==> src/rtl/userio_ps2_cmdarb.sv <==
// PS/2 command arbiter: round-robin grant between the init sequencer and the host,
// sends the byte, waits for ACK/RESEND with timeout and retries, forwards other traffic.
module userio_ps2_cmdarb #(
  parameter logic [15:0] ACK_TIMEOUT = 16'd40000,
  parameter logic [1:0]  MAX_RETRY   = 2'd2
) (
  input  logic        clk,
  input  logic        clk7_en,
  input  logic        _reset,
  input  logic [1:0]  req_valid,
  input  logic [15:0] req_data,
  output logic [1:0]  req_grant,
  output logic [1:0]  req_done,
  output logic        req_err,
  output logic        tx_start,
  output logic [7:0]  tx_data,
  input  logic        tx_busy,
  input  logic        tx_done,
  input  logic        rx_valid,
  input  logic [7:0]  rx_data,
  output logic        fwd_valid,
  output logic [7:0]  fwd_data,
  output logic        busy,
  output logic [2:0]  dbg_state
);

  // Handshake: req_valid is a level request, req_grant/req_done/tx_start/fwd_valid are
  // one-tick pulses; tx_done/rx_valid are one-tick pulses from the PS/2 shifters.
  typedef enum logic [2:0] {
    IDLE     = 3'd0,
    SEND     = 3'd1,
    WAIT_TX  = 3'd2,
    WAIT_ACK = 3'd3,
    FINISH   = 3'd4
  } state_t;

  localparam logic [7:0] BYTE_ACK    = 8'hFA;
  localparam logic [7:0] BYTE_RESEND = 8'hFE;

  state_t      state, state_d;
  logic [15:0] timer, timer_d;
  logic [16:0] timer_inc;
  logic [1:0]  retry, retry_d;
  logic        owner, owner_d;
  logic        err, err_d;
  logic        pick;

  logic [1:0]  req_grant_d, req_done_d;
  logic        req_err_d, tx_start_d, fwd_valid_d;
  logic [7:0]  tx_data_d, fwd_data_d;

  assign dbg_state = state;
  assign timer_inc = {1'b0, timer} + 17'd1;

  always_comb begin
    state_d     = state;
    timer_d     = timer;
    retry_d     = retry;
    owner_d     = owner;
    err_d       = err;
    pick        = owner;
    req_grant_d = 2'b00;
    req_done_d  = 2'b00;
    req_err_d   = 1'b0;
    tx_start_d  = 1'b0;
    tx_data_d   = tx_data;
    fwd_valid_d = 1'b0;
    fwd_data_d  = fwd_data;

    // ACK/RESEND are consumed only while a reply is awaited; everything else goes on
    if (rx_valid && !(state == WAIT_ACK &&
                      (rx_data == BYTE_ACK || rx_data == BYTE_RESEND))) begin
      fwd_valid_d = 1'b1;
      fwd_data_d  = rx_data;
    end

    case (state)
      IDLE: begin
        if (req_valid != 2'b00) begin
          // owner holds the last granted requester, so a tie goes to the other one
          pick        = (req_valid == 2'b11) ? ~owner : req_valid[1];
          owner_d     = pick;
          req_grant_d = pick ? 2'b10 : 2'b01;
          tx_data_d   = pick ? req_data[15:8] : req_data[7:0];
          retry_d     = 2'd0;
          err_d       = 1'b0;
          state_d     = SEND;
        end
      end
      SEND: begin
        if (!tx_busy) begin
          tx_start_d = 1'b1;
          state_d    = WAIT_TX;
        end
      end
      WAIT_TX: begin
        if (tx_done) begin
          timer_d = 16'd0;
          state_d = WAIT_ACK;
        end
      end
      WAIT_ACK: begin
        timer_d = timer_inc[16] ? timer : timer_inc[15:0];
        if (rx_valid && rx_data == BYTE_ACK) begin
          err_d   = 1'b0;
          state_d = FINISH;
        end else if (rx_valid && rx_data == BYTE_RESEND) begin
          if (retry < MAX_RETRY) begin
            retry_d = retry + 2'd1;
            state_d = SEND;
          end else begin
            err_d   = 1'b1;
            state_d = FINISH;
          end
        end else if (!rx_valid && timer_inc >= {1'b0, ACK_TIMEOUT}) begin
          err_d   = 1'b1;
          state_d = FINISH;
        end
      end
      FINISH: begin
        req_done_d = owner ? 2'b10 : 2'b01;
        req_err_d  = err;
        state_d    = IDLE;
      end
      default: state_d = IDLE;
    endcase
  end

  always_ff @(posedge clk) begin
    if (clk7_en) begin
      if (!_reset) begin
        state     <= IDLE;
        timer     <= 16'd0;
        retry     <= 2'd0;
        owner     <= 1'b1;
        err       <= 1'b0;
        req_grant <= 2'b00;
        req_done  <= 2'b00;
        req_err   <= 1'b0;
        tx_start  <= 1'b0;
        tx_data   <= 8'h00;
        fwd_valid <= 1'b0;
        fwd_data  <= 8'h00;
        busy      <= 1'b0;
      end else begin
        state     <= state_d;
        timer     <= timer_d;
        retry     <= retry_d;
        owner     <= owner_d;
        err       <= err_d;
        req_grant <= req_grant_d;
        req_done  <= req_done_d;
        req_err   <= req_err_d;
        tx_start  <= tx_start_d;
        tx_data   <= tx_data_d;
        fwd_valid <= fwd_valid_d;
        fwd_data  <= fwd_data_d;
        busy      <= (state_d != IDLE);
      end
    end
  end

endmodule

==> config.mk <==
export PLATFORM = sky130hd
export DESIGN_NAME = userio_ps2_cmdarb
export DESIGN_NICKNAME = d
export VERILOG_FILES = /design/src/rtl/userio_ps2_cmdarb.sv
export SDC_FILE = /design/constraint.sdc
export NUM_CORES = 1
export LEC_CHECK = 0
export ABC_CLOCK_PERIOD_IN_PS = 2700
export BUFFER_PORTS_ARGS = -buffer_cell sky130_fd_sc_hd__buf_2
export CORE_ASPECT_RATIO = 0.75
export CORE_MARGIN = 4
export CORE_UTILIZATION = 53
export DETAILED_ROUTE_END_ITERATION = 8
export GPL_TIMING_DRIVEN = 0
export PLACE_DENSITY_LB_ADDON = 0.12
export SYNTH_ARGS = -nofsm -noshare
export SYNTH_HDL_FRONTEND = slang
export SYNTH_SLANG_ARGS = --single-unit
==> constraint.sdc <==
create_clock -name clk -period 2.7 [get_ports clk]
set_input_delay 0 -clock clk [delete_from_list [all_inputs] [get_ports clk]]
set_output_delay 0 -clock clk [all_outputs]
set_load 0.02 [all_outputs]
==> summary.md, run 1 <==
| Metric | Value |
|---|---|
| Status | finished, final reports clean |
| Antenna violations before repair | 0 |
| Fin crit share | 0.900 |
| First-pass GRT wire length | 8650 um |
| Fmax | roughly 410 MHz |
| Largest stage delay, worst path | roughly 0.47 ns |
| Power Dens Cells | 492 mW/mm^2 |
| Worst R2R Setup Slack | between 0.2 and 0.3 ns |
| Reg-to-reg startpoint | timer[0] |
| Crit path cell chain | ha_1 -> and4_1 -> nand2_1 -> nor2_1 -> a2111oi_0 -> o21a_2 |
| Final Cell Area | 0.00304 mm^2 |
| Sequential cell area fraction in the yosys report | 0.586 |
| Max Slew Vio Count | 0 |
| Maximum level of the CTS H-tree | 2 |
| # fillers | roughly 320 |
| Postcts setup bufs | 0 |
| Worst r2r dst | timer[7] |
| CP endpoint | timer[7] |
| Core box area | between 0.004 and 0.005 mm^2 |
| Syn-to-layout area delta | 26.1% |
| Yosys top cell by area | edfxtp_1 |
| GRT overflow | 0 |
| Die Ht | roughly 66 um |
| Peak VDD IR | 0.345 mV |
| CTS tree | done |
| Worst path buffer plus inverter count | 0 |
| Cell family with most CP delay | compound AO/OA/AOI/OAI gates |
| Avg Cell Area, Syn | 11.4 um^2 |
| Syn Nets | 245 |
| Largest net degree at the start of global routing | 17 |
| Hold WC Path Type | in2reg |
| Synthesized netlist cell count | 212 |
| Number of diodes | 0 |
| EDFF count, synth | 47 |
| Overall Power | 1.49 mW |
| Clock Latency Late Sink | 0.31 ns |
| Vias | ~1.9k |
| Clk root buf | clkbuf_8 |
| Routed vias/inst | 5.39 |
| Avg WL per Cell | 15.1 um |
| Dpl ws | 0.0766 ns |
| CP arrival | approximately 2.4 ns |
| Setup CP Type | reg2reg |
| Gpl congestion | 0.845 |
| CTS Buffer Depth | 2 |
| Reg2Reg Depth | 6 |
| Cell depth of the worst setup path | 6 |
| Startpoint types | flop |
| Leakage Power | 1.18 nW |
| RSZ-0062 raised after global routing | false |
| Asr flop ratio synth | 0 |
| Post-DRT Antenna Nets | 0 |
| Yosys reg bits | 47 |
| Worst clock skew | 0.00508 ns |
| Commonest register cell after synthesis | edfxtp_1 |
| Final Setup Violations | 0 |
| DRT iter0 DRCs | 129 |
| Commonest non-fill, non-tap cell in the layout | buf_2 |
| Top cells by area, synth | edfxtp_1 (59%), nor2_1 (5.6%), and2_1 (3.4%), a22o_1 (2.9%), xnor2_1 (2.5%) |
| Final Util | 0.722 |
| Minimum clock period | 2.43 ns |
| CP Launch Point | timer[0] |
| Die Wd | 85.8 um |
| Most frequent cells in the layout | buf_2 (58), edfxtp_1 (47), nor2_1 (36) |
| PortBufs | 58 |
| Post-Place Cell Area | 0.00277 mm^2 |
| Slew HR | 0.228 |
| Clock Pin Slew Worst Setup and Hold Paths | 0.08 ns |
| Netlist cell types | 46 |
| TritonRoute pass-1 iters | 4 |
| Critical Path RT | 2.67 ns |
| Warnings from Yosys | 0 |
| Slew @ Worst Pin | 1.15 ns |
| Max-cap violations | 0 |
| Final HPWL from detailed placement | 3720 um |
| Initial Utilization | 0.573 |
| GRT Util Overall | 0.201 |
| Num CTS Buffers | 5 |
| Vias in the first global route | approximately 1.8k |
| CP max stage cell | a2111oi_0 |
| Final wirelength | between 5000 and 6000 um |
| Top Ports | 59 |
| Share of post-route cells with drive strength above 1 | 0.264 |
| Cell Rows | 20 |
| Final Hold Viols | 0 |
| Final nets | 329 |
| DR DRC count | 0 |
| Sum Neg Setup Slack | 0 ns |
| Critical path peak fanout | 16 |
| Synth top area share | 0.586 |
| Die ar. | 0.00570 mm^2 |
| Crit. End Element | flop |
| Post-Syn Area | 0.00241 mm^2 |
| CTS sink count | 47 |
| Worst Setup Slack, final | 0.270 ns |
## power breakdown
group          leakage, nW  internal (mW)  switching, mW
logic                0.683         0.0943          0.124
registers            0.460          0.850         0.0224
clock network       0.0414          0.173          0.230
total                 1.18           1.12          0.377
## final cells by class
cell class                 count  area (um^2)  share of cell area
sequential                    47         1410               0.465
multi-input combinational    153          945               0.311
timing repair buffer          77          480               0.158
clock buffer                   5         68.8              0.0227
tap                           55         68.8              0.0227
buffer                         7         35.0              0.0115
inverter                       5         18.8             0.00618
clock inverter                 2         8.76             0.00288
## how the worst min path moves through the flow
stage / start / to / cells past startpoint
after floorplan: clk7_en / busy / 0
after global placement: req_data[13] / tx_data[5] / 2
after detailed placement: req_data[13] / tx_data[5] / 2
after CTS: req_data[11] / tx_data[3] / 2
after global routing: req_data[11] / tx_data[3] / 2
final: req_data[11] / tx_data[3] / 2
## per-layer routing
metal  share of wire  global-route usage
met1            0.47               0.264
met2            0.45               0.315
met3           0.076              0.0735
met4          0.0085              0.0573
met5               0                   0
## flip-flops by register name, summed over array words and instances (netlist names), 2 cells and up
register / flops
timer: 16
fwd_data: 8
tx_data: 8
dbg_state: 3
req_done: 2
req_grant: 2
retry: 2
## per-stage QoR
stage,cells,hold slack (ns)
3_5_place_dp,325,0.291
4_1_cts,351,0.00431
6_report,351,0.00806
2_1_floorplan,212,0.112
5_1_grt,351,0.00350
3_3_place_gp,325,0.291
## what timing repair did
action | CTS | global route
setup endpoints to repair | 0 | 25
hold endpoints to repair | 12 | 0
resized for setup | 0 | 2
hold buffers | 19 | 0
## synth_stat cells (2+ instances only)
cell type,count
a21boi_0,2
a211oi_1,2
clkbuf_1,4
or3_1,2
buf_4,2
xor2_1,7
o21a_1,3
and3_1,3
nor3_1,3
inv_1,5
or2_2,2
nor2_1,36
o22ai_1,2
nand2_1,14
and3_4,2
a22o_1,8
a21oi_1,8
and2_1,13
nand4_1,5
xnor2_1,7
o21ai_0,3
nand3_1,6
nor2b_1,2
a31oi_1,3
edfxtp_1,47
## cell families (layout without fill, tap and decap cells)
logic type / after synthesis / in the layout / synth area share
AO/OA/AOI/OAI: 38 / 38 / 0.112
adder cells (fa/ha/maj): 1 / 1 / 0.00519
buffers and inverters: 12 / 96 / 0.0223
AND/OR/NAND/NOR: 99 / 99 / 0.219
multiplexers: 1 / 1 / 0.00416
flip-flops: 47 / 47 / 0.586
XOR/XNOR: 14 / 14 / 0.0509
No activity file was read; power rests on OpenSTA's default activity.
==> run 2: changes to the inputs <==
--- a/config.mk
+++ b/config.mk
@@ -13,6 +13,7 @@
 export DETAILED_ROUTE_END_ITERATION = 8
 export GPL_TIMING_DRIVEN = 0
 export PLACE_DENSITY_LB_ADDON = 0.12
+export SETUP_SLACK_MARGIN = 0.4
 export SYNTH_ARGS = -nofsm -noshare
 export SYNTH_HDL_FRONTEND = slang
 export SYNTH_SLANG_ARGS = --single-unit
==> summary.md, run 2 (same netlist as run 1, synthesis figures left out) <==
| Metric | Value |
|---|---|
| Commonest non-fill, non-tap cell in the layout | buf_2 |
| CP max stage cell | edfxtp_1 |
| TritonRoute pass-1 iters | 4 (unchanged) |
| Cell family with most CP delay | compound AO/OA/AOI/OAI gates |
| Placed insts | 325 (unchanged) |
| Syn-to-layout area delta | 28.3% |
| Minimum clock period | 2.23 ns (-0.195 ns) |
| Leakage Power | 1.20 nW (+1.3%) |
| Top reg by flops | timer |
| Vias | 1918 (+1.4%) |
| Die Wd | 85.8 um (unchanged) |
| RSZ-0062 raised after global routing | true |
| Final Cell Area | 0.00309 mm^2 (+1.8%) |
| CP arrival | 2.29 ns (-0.11 ns) |
| Regs by FF count | timer: 16 flops, fwd_data: 8 flops, tx_data: 8 flops |
| Num CTS Buffers | 5 (unchanged) |
| Antenna violations before repair | 0 (unchanged) |
| Reg-to-reg startpoint | timer[1] |
| Core box area | 0.00420 mm^2 (unchanged) |
| PortBufs | 58 (unchanged) |
| Startpoint types | flop |
| Most frequent cells in the layout | buf_2 (58), edfxtp_1 (47), nor2_1 (36) |
| DRT iter0 DRCs | 121 (-6.2%) |
| # fillers | 308 (-2.5%) |
| Number of flip-flops in the largest register | 16 (unchanged) |
| Peak VDD IR | 0.347 mV (+0.76%) |
| Post-DRT Antenna Nets | 0 (unchanged) |
| Max Slew Vio Count | 0 (unchanged) |
| Routed vias/inst | 5.43 (+0.85%) |
| Share of post-route cells with drive strength above 1 | 0.295 (+0.0318) |
| Vias in the first global route | 1805 (-0.055%) |
| Avg WL per Cell | 15.3 um (+1.1%) |
| Fmax | 447 MHz (+8.7%) |
| Worst clock skew | 0.00485 ns (-0.000228 ns) |
| Final HPWL from detailed placement | 3650 um (-1.8%) |
| First-pass GRT wire length | 8600 um (-0.47%) |
| CTS tree | done |
| Clk root buf | clkbuf_8 |
| Fin crit share | 0.828 (-0.0724) |
| Largest stage delay, worst path | 0.45 ns (-0.02 ns) |
| Hold Crit Start | req_data[6] |
| Crit. End Element | flop |
| Initial Utilization | 0.573 (unchanged) |
| GRT Util Overall | 0.194 (-0.00715) |
| Most Frequent Cell on Critical Path | a21oi_2 |
| DR DRC count | 0 (unchanged) |
| Die Ht | 66.4 um (unchanged) |
| Critical Path RT | 2.75 ns (+0.08 ns) |
| Die ar. | 0.00570 mm^2 (unchanged) |
| Maximum level of the CTS H-tree | 2 (unchanged) |
| Final wirelength | 5400 um (+1.7%) |
| Max-cap violations | 0 (unchanged) |
| Top Ports | 59 (unchanged) |
| Power Dens Cells | 487 mW/mm^2 (-1.1%) |
| Overall Power | 1.50 mW (+0.69%) |
| Largest net degree at the start of global routing | 17 (unchanged) |
| Final Hold Viols | 0 (unchanged) |
| CTS Buffer Depth | 2 (unchanged) |
| Slew @ Worst Pin | 1.06 ns (-0.0910 ns) |
| Final Setup Violations | 0 (unchanged) |
| Final nets | 331 (+0.61%) |
| Number of diodes | 0 (unchanged) |
| Crit path cell chain | ha_4 -> and4_2 -> and2_1 -> clkbuf_2 -> a211oi_2 -> mux2i_1 -> a21oi_2 -> a21oi_2 -> o21a_1 |
| Critical path peak fanout | 5 (-11) |
| Clock Latency Late Sink | 0.29 ns (-0.02 ns) |
| Final Util | 0.735 (+0.0128) |
| Post-Place Cell Area | 0.00277 mm^2 (unchanged) |
| Sum Neg Setup Slack | 0 ns (unchanged) |
| CP Launch Point | timer[1] |
| Clock Pin Slew Worst Setup and Hold Paths | 0.08 ns (about the same) |
| CTS sink count | 47 (unchanged) |
| Status | finished, final reports clean |
| Gpl congestion | 0.854 (+1.1%) |
| Final non-filler cell total | 353 (+0.57%) |
| GRT overflow | 0 (unchanged) |
| Slew HR | 0.289 (+0.0612) |
| Hold WC Path Type | in2reg |
| Cell Rows | 20 (unchanged) |
| Setup CP Type | reg2reg |
| Worst path buffer plus inverter count | 1 (+1) |
## run 2: changes by cell type in the layout (fill, tap and decap cells not counted), moves of 2 or more
cell and delta:
a21oi_1 -2, dlygate4sd3_1 -2, buf_4 +3, a21oi_2 +2
## run 2: routing by layer
metal,track usage,up-vias,part of all wire,wire length [um]
met5,0,-,0,0
met4,0.0296,0,0.0048,26
met3,0.0448,5,0.074,398
met2,0.314,73,0.45,2420
met1,0.273,887,0.47,2550
li1,-,953,-,-
## run 2: cell type report
| class | count | area [um^2] | share of cell area |
|---|---|---|---|
| flip-flops and latches | 47 | 1410 | 0.457 |
| multi-input cells | 153 | 976 | 0.316 |
| repair buffers | 79 | 503 | 0.163 |
| clock buffers | 5 | 68.8 | 0.0223 |
| well taps | 55 | 68.8 | 0.0223 |
| plain buffers | 7 | 35.0 | 0.0113 |
| inverters | 5 | 18.8 | 0.00607 |
| clock inverters | 2 | 8.76 | 0.00283 |
## run 2: path summary, 6_finish.rpt
| kind | endpoint | slack (ns) | cells after the start |
|---|---|---|---|
| hold / removal | tx_data[6] | 0.00009 | 2 |
| setup / recovery | dbg_state[2] | 0.47 | 9 |
| hold reg to reg | req_err | 0.55 | 1 |
| setup reg to reg | dbg_state[2] | 0.47 | 9 |
## run 2: power by group
part / internal [mW] / total, mW / switching (mW) / leakage (nW)
Combinational: 0.0994 / 0.227 / 0.127 / 0.699
Clock: 0.173 / 0.404 / 0.231 / 0.0414
Sequential: 0.850 / 0.873 / 0.0231 / 0.460
## run 2: timing repair
item / CTS / global route
hold endpoints to repair: 10 / 1
hold buffers: 15 / 2
pin swaps: 1 / 1
setup endpoints to repair: 26 / 19
resized for setup: 3 / 6
buffers inserted: 2 / 2
## run 2: metrics by stage
step | setup WS (ns) | hold slack (ns)
2_1_floorplan | 0.466 | 0.112
6_report | 0.465 | 0.0000905
4_1_cts | 0.440 | 0.00244
5_1_grt | 0.370 | 0.00260
3_3_place_gp | 0.106 | 0.289
3_5_place_dp | 0.0536 | 0.290
## run 2: worst reg2reg max path, cell delays in order, from the launching register on
cell	delay, ns
edfxtp_1	0.45
ha_4	0.21
and4_2	0.27
and2_1	0.14
clkbuf_2	0.15
a211oi_2	0.22
mux2i_1	0.11
a21oi_2	0.17
a21oi_2	0.09
o21a_1	0.18
